<file path="config.mk">
export PLATFORM = sky130hd
export DESIGN_NAME = arbitro_rr_demux
export DESIGN_NICKNAME = d
export VERILOG_FILES = /design/src/rtl/arbitro_rr_demux.sv
export SDC_FILE = /design/constraint.sdc
export NUM_CORES = 1
export LEC_CHECK = 0
export CAP_MARGIN = 15
export CORE_ASPECT_RATIO = 0.7
export CORE_MARGIN = 5
export CORE_UTILIZATION = 43
export CTS_BUF_LIST = sky130_fd_sc_hd__clkbuf_8
export DETAILED_ROUTE_END_ITERATION = 8
export PLACE_DENSITY = 0.8
export SLEW_MARGIN = 20
export SYNTH_ARGS = -nofsm -noshare
export SYNTH_HDL_FRONTEND = slang
export SYNTH_SLANG_ARGS = --single-unit
</file>
<file path="constraint.sdc">
create_clock -name clk -period 2.6 [get_ports clk]
set_clock_uncertainty 0.1 [all_clocks]
set_input_delay 0.52 -clock clk [delete_from_list [all_inputs] [get_ports clk]]
set_output_delay 0.52 -clock clk [all_outputs]
set_load 0.02 [all_outputs]
</file>
<file path="src/rtl/arbitro_rr_demux.sv">
// Round-robin pop arbiter over four source FIFOs feeding a 4-way destination demux.
// Fixed two-cycle pop-to-push latency with a global hysteretic stall.
//
// state  | meaning
// IDLE   | all sources empty, nothing to pop
// ACTIVE | issuing round-robin pops
// PAUSED | a destination is almost full; wait for all to drain to almost empty
module arbitro_rr_demux #(
  parameter int BUS_SIZE  = 5,
  parameter int CNT_WIDTH = 8
) (
  input  logic                 clk,
  input  logic                 reset,
  input  logic [3:0]           empty_in,
  input  logic [BUS_SIZE-1:0]  data_in0,
  input  logic [BUS_SIZE-1:0]  data_in1,
  input  logic [BUS_SIZE-1:0]  data_in2,
  input  logic [BUS_SIZE-1:0]  data_in3,
  input  logic [3:0]           valid_in,
  input  logic [3:0]           pause_dst,
  input  logic [3:0]           continua_dst,
  output logic [3:0]           pop_out,
  output logic [3:0]           push_out,
  output logic [BUS_SIZE-1:0]  data_out,
  output logic                 valid_out,
  output logic                 stalled,
  output logic [CNT_WIDTH-1:0] delivered
);

  typedef enum logic [1:0] {IDLE, ACTIVE, PAUSED} state_t;

  state_t              state;
  logic [1:0]          rr_ptr;
  logic [1:0]          grant;
  logic                grant_found;
  logic                pop_go;
  logic                cap_pending;
  logic [1:0]          cap_src;
  logic [BUS_SIZE-1:0] sel_data;
  logic                sel_valid;
  logic                any_src;
  logic                any_pause;

  assign any_src   = ~&empty_in;
  assign any_pause = |pause_dst;

  // Search from rr_ptr upward; iterating downward lets the closest candidate win.
  always_comb begin
    grant       = rr_ptr;
    grant_found = 1'b0;
    for (int k = 3; k >= 0; k--) begin
      if (!empty_in[rr_ptr + 2'(k)]) begin
        grant       = rr_ptr + 2'(k);
        grant_found = 1'b1;
      end
    end
  end

  // The source's empty flag lags its pop, so a back-to-back pop of one source is skipped.
  assign pop_go  = (state == ACTIVE) && !any_pause && grant_found &&
                   !(cap_pending && (cap_src == grant));
  assign pop_out = pop_go ? (4'b0001 << grant) : 4'b0000;

  always_comb begin
    sel_data  = data_in0;
    sel_valid = valid_in[0];
    case (cap_src)
      2'd1: begin sel_data = data_in1; sel_valid = valid_in[1]; end
      2'd2: begin sel_data = data_in2; sel_valid = valid_in[2]; end
      2'd3: begin sel_data = data_in3; sel_valid = valid_in[3]; end
      default: ;
    endcase
  end

  assign stalled = (state == PAUSED);

  always_ff @(posedge clk or negedge reset) begin
    if (!reset) begin
      state       <= IDLE;
      rr_ptr      <= 2'd0;
      cap_pending <= 1'b0;
      cap_src     <= 2'd0;
      push_out    <= 4'b0000;
      data_out    <= '0;
      valid_out   <= 1'b0;
      delivered   <= '0;
    end else begin
      if (any_pause) begin
        state <= PAUSED;
      end else begin
        case (state)
          IDLE:    if (any_src) state <= ACTIVE;
          ACTIVE:  if (!any_src) state <= IDLE;
          PAUSED:  if (&continua_dst) state <= any_src ? ACTIVE : IDLE;
          default: state <= IDLE;
        endcase
      end

      if (pop_go) begin
        rr_ptr  <= grant + 2'd1;
        cap_src <= grant;
      end
      cap_pending <= pop_go;

      // Words returned with valid low are dropped and never counted.
      if (cap_pending && sel_valid) begin
        push_out  <= 4'b0001 << sel_data[BUS_SIZE-1 -: 2];
        data_out  <= sel_data;
        valid_out <= 1'b1;
      end else begin
        push_out  <= 4'b0000;
        data_out  <= '0;
        valid_out <= 1'b0;
      end

      if (|push_out) delivered <= delivered + CNT_WIDTH'(1);
    end
  end

endmodule

</file>
==> flow_summary.html, run 1 <==
<table>
<tr><th>Metric</th><th>Value</th></tr>
<tr><th colspan="2">Timing</th></tr>
<tr><td>Highest clock rate</td><td>slightly below 400 MHz</td></tr>
<tr><td>Setup Viol. Count Final</td><td>0</td></tr>
<tr><td>Count of final hold-check violations</td><td>0</td></tr>
<tr><td>Fin crit share</td><td>0.9755</td></tr>
<tr><td>Worst Hold Margin</td><td>about 390 ps</td></tr>
<tr><td>Setup TNS Final</td><td>0 ps</td></tr>
<tr><td>Max_slew headroom</td><td>0.7884</td></tr>
<tr><td>Slew Limit Fails</td><td>0</td></tr>
<tr><td>Post-layout minimum cycle time</td><td>between 2000 and 3000 ps</td></tr>
<tr><td>Worst-margin pin slew</td><td>~320 ps</td></tr>
<tr><th colspan="2">Critical path</th></tr>
<tr><td>Cell-by-cell listing of the critical path</td><td>and3_4 &gt; o32a_4 &gt; xnor2_4 &gt; a41oi_4 &gt; and2_4 &gt; buf_6</td></tr>
<tr><td>R2R setup slack</td><td>560 ps</td></tr>
<tr><td>CP peak stage delay</td><td>around 460 ps</td></tr>
<tr><td>Critical Path Source Type</td><td>register</td></tr>
<tr><td>Kind of end point of the critical path</td><td>primary output</td></tr>
<tr><td>Worst Path Max Fanout</td><td>5</td></tr>
<tr><td>Sum of buffers and inverters on the critical path</td><td>1</td></tr>
<tr><td>Cell type group with the largest total delay on the critical path</td><td>compound AO/OA/AOI/OAI gates</td></tr>
<tr><td>Arrival @ worst endpoint</td><td>1920 ps</td></tr>
<tr><td>Required time at the endpoint of the critical path</td><td>1980 ps</td></tr>
<tr><td>Crit-path slowest cell</td><td>dfrtp_2</td></tr>
<tr><td>Crit Path Class</td><td>reg2out</td></tr>
<tr><th colspan="2">Cells and area</th></tr>
<tr><td>Final standard cell utilization of the core</td><td>0.7079</td></tr>
<tr><td>Nets@finish</td><td>225</td></tr>
<tr><td>Area overhead of the layout relative to synthesis</td><td>61.96%</td></tr>
<tr><td>Non-filler cells in the finished layout</td><td>around 220</td></tr>
<tr><td>Antenna diodes</td><td>0</td></tr>
<tr><td>Share of layout cells above drive strength 1</td><td>0.2983</td></tr>
<tr><th colspan="2">CTS</th></tr>
<tr><td>Cell at the root of the clock tree</td><td>clkbuf_8</td></tr>
<tr><td>Clock buffer count from CTS</td><td>3</td></tr>
<tr><td>Reg clk slew, reported paths</td><td>roughly 90 ps</td></tr>
<tr><td>CTS H-tree depth</td><td>1</td></tr>
<tr><td>TritonCTS clock tree</td><td>yes</td></tr>
<tr><td>Clk sinks</td><td>25</td></tr>
<tr><td>Worst-Skew Late Latency</td><td>between 200 and 300 ps</td></tr>
<tr><td>Maximum count of clock buffers along a single path</td><td>2</td></tr>
<tr><th colspan="2">Floorplanning</th></tr>
<tr><td>DIE AREA</td><td>approximately 0.0043 mm2</td></tr>
<tr><td>Starting density of the core</td><td>0.4371</td></tr>
<tr><td>Num ports</td><td>61</td></tr>
<tr><td>Rows</td><td>17</td></tr>
<tr><td>Chip Width</td><td>between 70 and 80 um</td></tr>
<tr><td>Area of the core</td><td>0.003063 mm2</td></tr>
<tr><td>Vertical extent of the die</td><td>about 57 um</td></tr>
<tr><th colspan="2">Detailed routing</th></tr>
<tr><td>Routed wirelength normalized by instance count</td><td>14.63 um</td></tr>
<tr><td>Final wirelength</td><td>~3200 um</td></tr>
<tr><td>First DRT Iteration DRCs</td><td>61</td></tr>
<tr><td>Post-detailed-route via-to-cell ratio</td><td>between 5 and 6</td></tr>
<tr><td>Count of TritonRoute iterations in the first routing pass</td><td>4</td></tr>
<tr><td>Number of nets with antenna violations after routing</td><td>0</td></tr>
<tr><td>Vias post-DR</td><td>~1200</td></tr>
<tr><td>DRC violation count after routing</td><td>0</td></tr>
<tr><th colspan="2">Global routing</th></tr>
<tr><td>Global-route wire length before repair</td><td>5513 um</td></tr>
<tr><td>Number of antenna violations at the first check in global routing</td><td>0</td></tr>
<tr><td>All-Layer GR Usage</td><td>0.1529</td></tr>
<tr><td>Maximum number of pins on one net before global-route repair</td><td>26</td></tr>
<tr><td>Via count of the first global-routing pass</td><td>between 1000 and 1500</td></tr>
<tr><td>Total gr overflow</td><td>0</td></tr>
<tr><th colspan="2">Synthesis</th></tr>
<tr><td>Number of nets produced by synthesis</td><td>roughly 150</td></tr>
<tr><td>Avg Cell Area, Syn</td><td>~13 um2</td></tr>
<tr><td>Seq cells post-synth</td><td>25</td></tr>
<tr><td>Sequential cell area fraction in the yosys report</td><td>0.4673</td></tr>
<tr><td>Synth Cell Area</td><td>~0.0013 mm2</td></tr>
<tr><td>Yosys warning count</td><td>0</td></tr>
<tr><td>Main flop type after synthesis</td><td>dfrtp_1</td></tr>
<tr><td>EDFF count, synth</td><td>0</td></tr>
<tr><td>Fraction of registers with async set/reset</td><td>1.000</td></tr>
<tr><td>Synthesized netlist cell count</td><td>105</td></tr>
<tr><td>Number of unique standard cell types used by synthesis</td><td>33</td></tr>
<tr><th colspan="2">Run</th></tr>
<tr><td>Number of violations of the max-capacitance limit</td><td>0</td></tr>
<tr><th colspan="2">Placed design</th></tr>
<tr><td>Placed Instances</td><td>roughly 210</td></tr>
<tr><td>DPL Wire Length</td><td>2571 um</td></tr>
<tr><td>RD Place Congestion</td><td>approximately 0.78</td></tr>
<tr><td>Number of I/O port buffers</td><td>60</td></tr>
<tr><th colspan="2">Min path</th></tr>
<tr><td>Hold/Removal Path Class</td><td>reg2reg</td></tr>
<tr><th colspan="2">Power and ir drop</th></tr>
<tr><td>Power, Total</td><td>about 0.00074 W</td></tr>
<tr><td>Cell Pwr Density</td><td>around 340 mW/mm2</td></tr>
<tr><td>Leakage power</td><td>approximately 0.97 nW</td></tr>
<tr><td>Peak supply drop</td><td>about 0.00018 V</td></tr>
<tr><th colspan="2">Status</th></tr>
<tr><td>Status</td><td>finished clean</td></tr>
</table>
==> worst register-to-register path, cell delays in order, from the launching register on <==
cell,delay (ps)
dfrtp_2,460
and3_4,170
o32a_4,350
xnor2_4,150
a41oi_4,230
buf_4,180
mux2_4,300
==> layout by cell type (no fill, tap or decap), types with 3 or more instances in the layout <==
| cell | netlist | layout |
|---|---|---|
| mux4_2 | 6 | 6 |
| nand4_1 | 3 | 3 |
| nor2b_1 | 4 | 4 |
| buf_6 | 0 | 5 |
| ha_1 | 5 | 4 |
| clkbuf_8 | 2 | 3 |
| nand2_1 | 7 | 7 |
| o21ai_0 | 5 | 3 |
| and2_4 | 0 | 6 |
| clkdlybuf4s50_1 | 0 | 48 |
| and3_1 | 8 | 7 |
| buf_4 | 0 | 14 |
| xnor2_1 | 5 | 5 |
| inv_1 | 4 | 3 |
| nand3_1 | 3 | 3 |
| dfrtp_1 | 25 | 23 |
==> what timing repair did <==
item | CTS | global route
pin swaps | 10 | 11
hold buffers | 0 | 0
hold endpoints to repair | 0 | 0
endpoints found under the setup margin | 4 | 4
buffers inserted | 3 | 1
gates resized for setup | 54 | 10
==> logic make-up after synthesis <==
| kind of cell | Yosys count | synth area share |
|---|---|---|
| DFF | 25 | 0.4673 |
| and+or+nand+nor | 40 | 0.1794 |
| buffers and inverters | 7 | 0.03458 |
| xor gates and xnor gates | 8 | 0.06636 |
| muxes | 9 | 0.1318 |
| AOI/OAI and AO/OA | 11 | 0.07384 |
| adders and majority gates | 5 | 0.04673 |
==> final cells by class <==
class	count	area [um2]
clock buffers	3	41.29
clock inverters	1	7.507
fillers	219	894.6
inverters	4	15.01
multi-input cells	73	729.5
flip-flops and latches	25	628.1
well taps	38	47.55
repair buffers	75	699.4
==> through the flow <==
stage	setup WS, ps	area [um2]
2_1_floorplan	252.3	1339
3_3_place_gp	-734.8	2038
3_5_place_dp	-830.4	2038
4_1_cts	-15.38	2161
5_1_grt	-0.1443	2168
6_report	63.63	2168
==> final timing paths <==
path                                          start                        to  cells past startpoint
min reg2reg                delivered[7]$_DFFE_PN0P_  delivered[7]$_DFFE_PN0P_                      1
min in group asynchronous                     reset  delivered[3]$_DFFE_PN0P_                      2
min                        delivered[7]$_DFFE_PN0P_  delivered[7]$_DFFE_PN0P_                      1
max in group asynchronous                     reset     rr_ptr[0]$_DFFE_PN0P_                      2
max reg2reg                   rr_ptr[1]$_DFFE_PN0P_     rr_ptr[0]$_DFFE_PN0P_                      6
max                           rr_ptr[1]$_DFFE_PN0P_                pop_out[1]                      6
==> synth_stat cells (all sizes together) (2+ instances only) <==
cell type  instances  area share
clkbuf             3       0.023
mux4               6        0.10
ha                 5       0.047
xor2               2       0.013
nand4              3       0.014
inv                4       0.011
nand2              7       0.020
nand3              3       0.011
and3               8       0.037
dfrtp             25        0.47
mux2               3       0.031
o21ai              5       0.019
and2               7       0.037
nor2b              4       0.019
xnor2              6       0.053
==> power breakdown <==
part           leakage [nW]  internal (W)  total [W]  switching, W
clock network        0.0217      0.000109   0.000238      0.000129
logic                 0.612     0.0000720   0.000110     0.0000375
registers             0.341      0.000389   0.000389  0.0000000943
total                 0.974      0.000569   0.000736      0.000167
==> registers in the layout (all words and copies together) (netlist names) <==
register / flops
delivered: 8
data_out: 5
push_out: 4
cap_src: 2
rr_ptr: 2
state: 2
cap_pending: 1
valid_out: 1
==> metal layers <==
layer | up-vias | wire, um | track usage
met5 | - | 0 | 0
met4 | 0 | 18 | 0.02244
li1 | 537 | - | -
met3 | 5 | 247 | 0.04647
met2 | 40 | 1636 | 0.2830
met1 | 571 | 1302 | 0.1764
No activity file was read; power rests on OpenSTA's default activity.
==> run 2: changes to the inputs <==
--- a/config.mk
+++ b/config.mk
@@ -11,6 +11,7 @@
 export CORE_UTILIZATION = 43
 export CTS_BUF_LIST = sky130_fd_sc_hd__clkbuf_8
 export DETAILED_ROUTE_END_ITERATION = 8
+export GPL_ROUTABILITY_DRIVEN = 0
 export PLACE_DENSITY = 0.8
 export SLEW_MARGIN = 20
 export SYNTH_ARGS = -nofsm -noshare
==> results of run 2 <==
Final layout, timing and power as in run 1 (identical DEF).
==> run 3: changes to the inputs <==
--- a/config.mk
+++ b/config.mk
@@ -5,7 +5,7 @@
 export SDC_FILE = /design/constraint.sdc
 export NUM_CORES = 1
 export LEC_CHECK = 0
-export CAP_MARGIN = 15
+export CAP_MARGIN = 20
 export CORE_ASPECT_RATIO = 0.7
 export CORE_MARGIN = 5
 export CORE_UTILIZATION = 43
==> results of run 3 <==
Final layout, timing and power as in run 1 (identical DEF).
